<file path="src/rtl/vga_capture.sv">
// vga_capture: receive-side monitor for a VGA-style stream (hsync, vsync, rgb).
//
// Recovers visible pixel coordinates, checks line and frame periods against
// the timing parameters, and produces a per-frame checksum of visible pixels.
// All inputs are synchronous to clk (same pixel clock as the generator).
//
// Ports
//   clk         pixel clock
//   reset_n     asynchronous active-low reset
//   hsync       horizontal sync (active level = SYNC_POL)
//   vsync       vertical sync (active level = SYNC_POL)
//   rgb[2:0]    pixel colour
//   px_valid    px_x/px_y/px_rgb describe a visible pixel this cycle
//   px_x[9:0]   visible column
//   px_y[9:0]   visible row
//   px_rgb[2:0] registered colour of that pixel
//   frame_done  one-cycle pulse at each frame boundary, frame_sum valid with it
//   frame_sum   checksum of the frame just ended
//   locked      timing matches the parameters (state LOCKED)
//   line_err    sticky: bad line period seen while locked (or sync lost)
//   frame_err   sticky: bad frame line count seen while locked
//   state_dbg   current FSM state (0 HUNT, 1 SYNCING, 2 LOCKED)
//
// Output qualification: px_valid and frame_done are pure qualifiers with no
// back-pressure. A consumer must sample px_x/px_y/px_rgb only in cycles where
// px_valid is 1, and frame_sum only in the cycle where frame_done is 1.
// Neither output waits for, nor is held by, the consumer.

module vga_capture #(
    parameter int H_VISIBLE   = 640,
    parameter int H_FRONT     = 24,
    parameter int H_SYNC      = 40,
    parameter int H_BACK      = 128,
    parameter int V_VISIBLE   = 480,
    parameter int V_FRONT     = 9,
    parameter int V_SYNC      = 3,
    parameter int V_BACK      = 28,
    parameter bit SYNC_POL    = 1'b0,
    parameter int LOCK_FRAMES = 2
) (
    input  logic        clk,
    input  logic        reset_n,
    input  logic        hsync,
    input  logic        vsync,
    input  logic [2:0]  rgb,
    output logic        px_valid,
    output logic [9:0]  px_x,
    output logic [9:0]  px_y,
    output logic [2:0]  px_rgb,
    output logic        frame_done,
    output logic [15:0] frame_sum,
    output logic        locked,
    output logic        line_err,
    output logic        frame_err,
    output logic [1:0]  state_dbg
);

    localparam logic [11:0] H_TOTAL_C = 12'(H_VISIBLE + H_FRONT + H_SYNC + H_BACK);
    localparam logic [9:0]  V_LAST_C  = 10'(V_VISIBLE + V_FRONT + V_SYNC + V_BACK - 1);
    localparam logic [10:0] H_START_C = 11'(H_SYNC + H_BACK);
    localparam logic [10:0] H_END_C   = 11'(H_SYNC + H_BACK + H_VISIBLE);
    // vsync asserts on the line before its first counted hsync, hence the -1.
    localparam logic [9:0]  V_START_C = 10'(V_SYNC + V_BACK - 1);
    localparam logic [9:0]  V_END_C   = 10'(V_SYNC + V_BACK - 1 + V_VISIBLE);
    localparam logic [7:0]  LOCK_C    = 8'(LOCK_FRAMES);
    localparam logic [10:0] H_MAX_C   = 11'h7FF;
    localparam logic [9:0]  L_MAX_C   = 10'h3FF;

    typedef enum logic [1:0] {
        HUNT    = 2'd0,
        SYNCING = 2'd1,
        LOCKED  = 2'd2
    } state_t;

    state_t      state, state_nx;
    logic [7:0]  good_cnt, good_cnt_nx;
    logic        set_line_err, set_frame_err;

    // Input register stage; sync inputs are stored as "active" flags.
    logic        hs_a1, hs_a2, vs_a1, vs_a2;
    logic [2:0]  rgb_r;
    logic        h_edge, v_edge;

    logic [10:0] h_cnt, h_cnt_nx;
    logic [9:0]  line_cnt, line_cnt_nx;
    logic        seen_h;
    logic        line_bad;
    logic        line_mis, frame_mis, good_frame, h_sat;
    logic        h_vis, v_vis, pix_ok;
    logic [15:0] sum;

    always_ff @(posedge clk or negedge reset_n) begin
        if (!reset_n) begin
            hs_a1 <= 1'b0;
            hs_a2 <= 1'b0;
            vs_a1 <= 1'b0;
            vs_a2 <= 1'b0;
            rgb_r <= 3'd0;
        end else begin
            hs_a1 <= (hsync == SYNC_POL);
            hs_a2 <= hs_a1;
            vs_a1 <= (vsync == SYNC_POL);
            vs_a2 <= vs_a1;
            rgb_r <= rgb;
        end
    end

    assign h_edge = hs_a1 & ~hs_a2;
    assign v_edge = vs_a1 & ~vs_a2;

    // The "_nx" counts belong to the sample currently held in rgb_r.
    always_comb begin
        h_cnt_nx = h_cnt;
        if (h_edge)
            h_cnt_nx = 11'd0;
        else if (h_cnt != H_MAX_C)
            h_cnt_nx = h_cnt + 11'd1;

        line_cnt_nx = line_cnt;
        if (v_edge)
            line_cnt_nx = 10'd0;
        else if (h_edge && (line_cnt != L_MAX_C))
            line_cnt_nx = line_cnt + 10'd1;
    end

    // h_cnt still holds the count of the last sample of the previous line.
    assign line_mis   = h_edge && seen_h && (({1'b0, h_cnt} + 12'd1) != H_TOTAL_C);
    assign frame_mis  = v_edge && (line_cnt != V_LAST_C);
    // A mismatch on the hsync that coincides with vsync belongs to the frame ending.
    assign good_frame = !frame_mis && !line_bad && !line_mis;
    assign h_sat      = (h_cnt == H_MAX_C) && !h_edge;

    assign h_vis  = (h_cnt_nx >= H_START_C) && (h_cnt_nx < H_END_C);
    assign v_vis  = (line_cnt_nx >= V_START_C) && (line_cnt_nx < V_END_C);
    assign pix_ok = h_vis && v_vis && (state != HUNT);

    always_ff @(posedge clk or negedge reset_n) begin
        if (!reset_n) begin
            h_cnt      <= 11'd0;
            line_cnt   <= 10'd0;
            seen_h     <= 1'b0;
            line_bad   <= 1'b0;
            px_valid   <= 1'b0;
            px_x       <= 10'd0;
            px_y       <= 10'd0;
            px_rgb     <= 3'd0;
            sum        <= 16'd0;
            frame_sum  <= 16'd0;
            frame_done <= 1'b0;
        end else begin
            h_cnt    <= h_cnt_nx;
            line_cnt <= line_cnt_nx;
            seen_h   <= seen_h | h_edge;
            line_bad <= v_edge ? 1'b0 : (line_bad | line_mis);

            px_valid <= pix_ok;
            if (pix_ok) begin
                px_x   <= 10'(h_cnt_nx - H_START_C);
                px_y   <= line_cnt_nx - V_START_C;
                px_rgb <= rgb_r;
            end

            frame_done <= v_edge;
            if (v_edge) begin
                frame_sum <= sum;
                sum       <= 16'd0;
            end else if (px_valid) begin
                sum <= {sum[14:0], sum[15]} ^ {13'd0, px_rgb};
            end
        end
    end

    always_ff @(posedge clk or negedge reset_n) begin
        if (!reset_n) begin
            state     <= HUNT;
            good_cnt  <= 8'd0;
            line_err  <= 1'b0;
            frame_err <= 1'b0;
        end else begin
            state     <= state_nx;
            good_cnt  <= good_cnt_nx;
            line_err  <= line_err | set_line_err;
            frame_err <= frame_err | set_frame_err;
        end
    end

    always_comb begin
        state_nx      = state;
        good_cnt_nx   = good_cnt;
        set_line_err  = 1'b0;
        set_frame_err = 1'b0;
        case (state)
            HUNT: begin
                if (v_edge) begin
                    state_nx    = SYNCING;
                    good_cnt_nx = 8'd0;
                end
            end
            SYNCING: begin
                if (v_edge) begin
                    if (!good_frame) begin
                        good_cnt_nx = 8'd0;
                    end else if ((good_cnt + 8'd1) >= LOCK_C) begin
                        state_nx    = LOCKED;
                        good_cnt_nx = 8'd0;
                    end else begin
                        good_cnt_nx = good_cnt + 8'd1;
                    end
                end
            end
            LOCKED: begin
                if (line_mis || frame_mis) begin
                    state_nx      = HUNT;
                    set_line_err  = line_mis;
                    set_frame_err = frame_mis;
                end
            end
            default: state_nx = HUNT;
        endcase
        // Sync lost entirely: h_cnt ran out without an hsync.
        if (h_sat) begin
            state_nx = HUNT;
            if (state == LOCKED)
                set_line_err = 1'b1;
        end
    end

    assign locked    = (state == LOCKED);
    assign state_dbg = state;

endmodule

</file>
<file path="config.mk">
export PLATFORM = sky130hd
export DESIGN_NAME = vga_capture
export DESIGN_NICKNAME = d
export VERILOG_FILES = /design/src/rtl/vga_capture.sv
export SDC_FILE = /design/constraint.sdc
export NUM_CORES = 1
export LEC_CHECK = 0
export ABC_AREA = 1
export BUFFER_PORTS_ARGS = -buffer_cell sky130_fd_sc_hd__buf_4
export CAP_MARGIN = 20
export CORE_MARGIN = 2
export CORE_UTILIZATION = 40
export CTS_BUF_LIST = sky130_fd_sc_hd__clkbuf_4 sky130_fd_sc_hd__clkbuf_8 sky130_fd_sc_hd__clkbuf_16
export DETAILED_ROUTE_END_ITERATION = 8
export PLACE_DENSITY = 0.64
export SYNTH_ARGS = -nofsm -noshare
export SYNTH_HDL_FRONTEND = slang
export SYNTH_SLANG_ARGS = --single-unit
</file>
<file path="constraint.sdc">
create_clock -name clk -period 4.46 [get_ports clk]
set_input_delay 0.223 -clock clk [delete_from_list [all_inputs] [get_ports clk]]
set_output_delay 0.223 -clock clk [all_outputs]
set_load 0.01 [all_outputs]
</file>
==> metrics.txt <==
Synth Net Count=634; area added between synthesis and finish=16.82%; clock buffer count from CTS=9; CTS Sinks=99; first-pass GRT wire length=17970 um; Root Driver=clkbuf_16; Rel. slew slack=54.25%; ANT nets after route=0; fin crit share=74.56%; slew at the pin with the worst max-slew slack=0.6862 ns; final instance area=5944 um2; Synth Area in Simple Gates=26.92%; RSZ-0062 raised after global routing=false; clk buf depth=2; Post-synth EDFFs=0; DR WL/cell=12.55 um; IO Pins=53; Final Wtd Congestion=0.8831; wirelength, routed=10670 um; critical path cell sequence=ha_1 > nand2_1 > nor2_4 > nand3_2 > a21oi_1 > inv_1 > ha_1 > inv_1 > nand3_2 > nand2_2 > nand2_1 > nand3_1 > nand3_4 > nor2_8 > nand2_1 > nand2_1; CP top delay family=simple AND/OR/NAND/NOR gates; Yosys warning total=0; Synth area leader=dfrtp_1; post-synthesis compound-gate area fraction=9.639%; Pleak=3.108 nW; pin count of the biggest net entering global routing=55; Yosys cell types=35; hold_ws=0.01820 ns; Setup crit start kind=register; kind of critical path=register to register; mapped cell area=5089 um2; Cell Area, Placed=5598 um2; HPWL after DPL=7814 um; skew final=0.01185 ns; clock slew at reported path FFs=0.07 ns; flops & latches, synth=99; Die X=116.8 um; Max-cap violations=0; critical path's slowest cell=nor2_8; initial DRC count=216; Async SR Flop Fraction=100.0%; dominant synthesized flop cell=dfrtp_1; footprint of the multi-input gates=2076 um2; largest family of logic cells by synthesized area=simple AND/OR/NAND/NOR gates; TNS Setup=0 ns; Final Max Tran Viols=0; core area=12520 um2; Starting Density=40.65%; VDD IR max=0.1936 mV; Post-Synth XOR/XNOR Area=2.754%; crit-path max FO=24; Gate Count Post-Synth=621; most numerous cell in the Yosys netlist=nand2_1; data required time at the worst endpoint=4.74 ns; Final Setup Violations=0; most frequent CP cell=nand2_1; via count=4090; critical path data arrival time=3.60 ns; Avg Vias per Cell=4.812; initial antenna violation count=0; final hold vios=0; number of cell rows=41; vias in the first global route=3803; htree depth=3; Yosys top cell area share=48.68%; Worst Path Buf+Inv=2; diodes inserted=0; sequential fraction of the synthesis area=48.68%; share of cells above drive strength 1=15.93%; multiplexer share of the synthesized area=0%; most instantiated cells after synthesis=nand2_1 (160), inv_1 (111), dfrtp_1 (99), nand3_1 (43), nor2_1 (30); register area=2477 um2; DIE AREA=13640 um2; top post-synthesis cells by area=dfrtp_1 (49%), nand2_1 (12%), inv_1 (8.2%); Tmin final=3.325 ns; Synth Area in Adders=1.475%; IO Port Bufs=52; Power, Total=0.002097 W; CTS tree=done; Setup crit end kind=register; DRT Pass-1 Iters=5; Max Freq=300.7 MHz; clk_lat worst skew=0.34 ns; post-cts repair resize count=0; Finished Core Util=47.49%; filler instances=1186; Syn Area/Cell=8.194 um2; critical path's largest stage delay=0.42 ns; die span in y=116.8 um; gr usage total=16.64%; DR DRC count=0; total congestion overflow=0; Net count, final=686; PD cells=352.8 nW/um2; worst hold path class=primary input to register; status=complete, no violations
-- state kept, by name, summed over array words and instances (netlist names) --
register and cells:
line_err 1, px_valid 1, px_rgb 3, rgb_r 3, good_cnt 8, vs_a1 1, h_cnt 11, hs_a1 1
hs_a2 1, line_bad 1, seen_h 1, vs_a2 1, sum 16, px_x 10, px_y 10, frame_sum 16
frame_done 1, line_cnt 10, state_dbg 2, frame_err 1
-- metal layers --
metal	up-vias	part of all wire, %	GRT usage (%)
met5	-	0	0
met4	0	2.3	7.216
met3	18	3.6	3.347
met2	76	47	25.93
met1	1941	47	22.66
li1	2055	-	-
-- metrics by stage --
stage / std cells / setup slack [ns]
after floorplan: 621 / 1.912
after global routing: 850 / 0.7457
final: 850 / 1.135
after detailed placement: 830 / 1.167
after global placement: 830 / 1.328
after CTS: 850 / 1.143
-- placed cells by master, fill, tap and decap left out, types with 4 or more instances in the layout --
master,instances
a21oi_1,10
buf_4,54
clkbuf_16,9
dfrtp_1,99
dlygate4sd3_1,4
ha_1,6
inv_1,111
nand2_1,160
nand2_2,14
nand3_1,43
nand3_2,8
nand4_1,16
nor2_1,30
nor2_2,5
nor2_4,5
o21ai_0,24
o21bai_1,25
o22ai_1,16
xnor2_1,6
xor2_1,10
-- power by group --
part	switching [W]	internal (W)
Clock	0.000348	0.000445
Combinational	0.000201	0.000117
Sequential	0.0000446	0.000942
Total	0.000594	0.00150
-- final timing paths --
kind	start	to	slack [ns]	cells past startpoint
setup / recovery	h_cnt[1]	px_y[5]	1.13	16
hold / removal	vsync	vs_a1	0.02	2
setup reg to reg	h_cnt[1]	px_y[5]	1.13	16
hold reg to reg	vs_a1	vs_a2	0.38	0
max in group asynchronous	reset_n	frame_sum[2]	2.96	3
min in group asynchronous	reset_n	good_cnt[2]	0.47	2
-- cell type report --
class                           instances  area share [%]
Clock buffer                            9           3.789
Clock inverter                          7           1.368
Inverter                              113           7.135
Multi-Input combinational cell        392           34.92
Sequential cell                        99           41.68
Tap cell                              172           3.620
Timing Repair Buffer                   58           7.493
-- worst reg2reg max path, stage by stage (launching register included) --
cell and delay, ns:
dfrtp_1 0.39, ha_1 0.27, nand2_1 0.14, nor2_4 0.17, nand3_2 0.26, a21oi_1 0.39
inv_1 0.08, ha_1 0.18, inv_1 0.09, nand3_2 0.09, nand2_2 0.10, nand2_1 0.07
nand3_1 0.12, nand3_4 0.27, nor2_8 0.42, nand2_1 0.12, nand2_1 0.10
-- cells by family after synthesis --
kind of cell / Yosys count
adder cells (fa/ha/maj): 6
flip-flops: 99
AND/OR/NAND/NOR: 291
buffers and inverters: 130
XOR/XNOR: 16
AO/OA/AOI/OAI: 79
-- timing repair --
action / CTS / global route
setup buffers: 0 / 0
hold endpoints to repair: 56 / 0
hold buffers: 4 / 0
(Power assumes the default switching activity.)
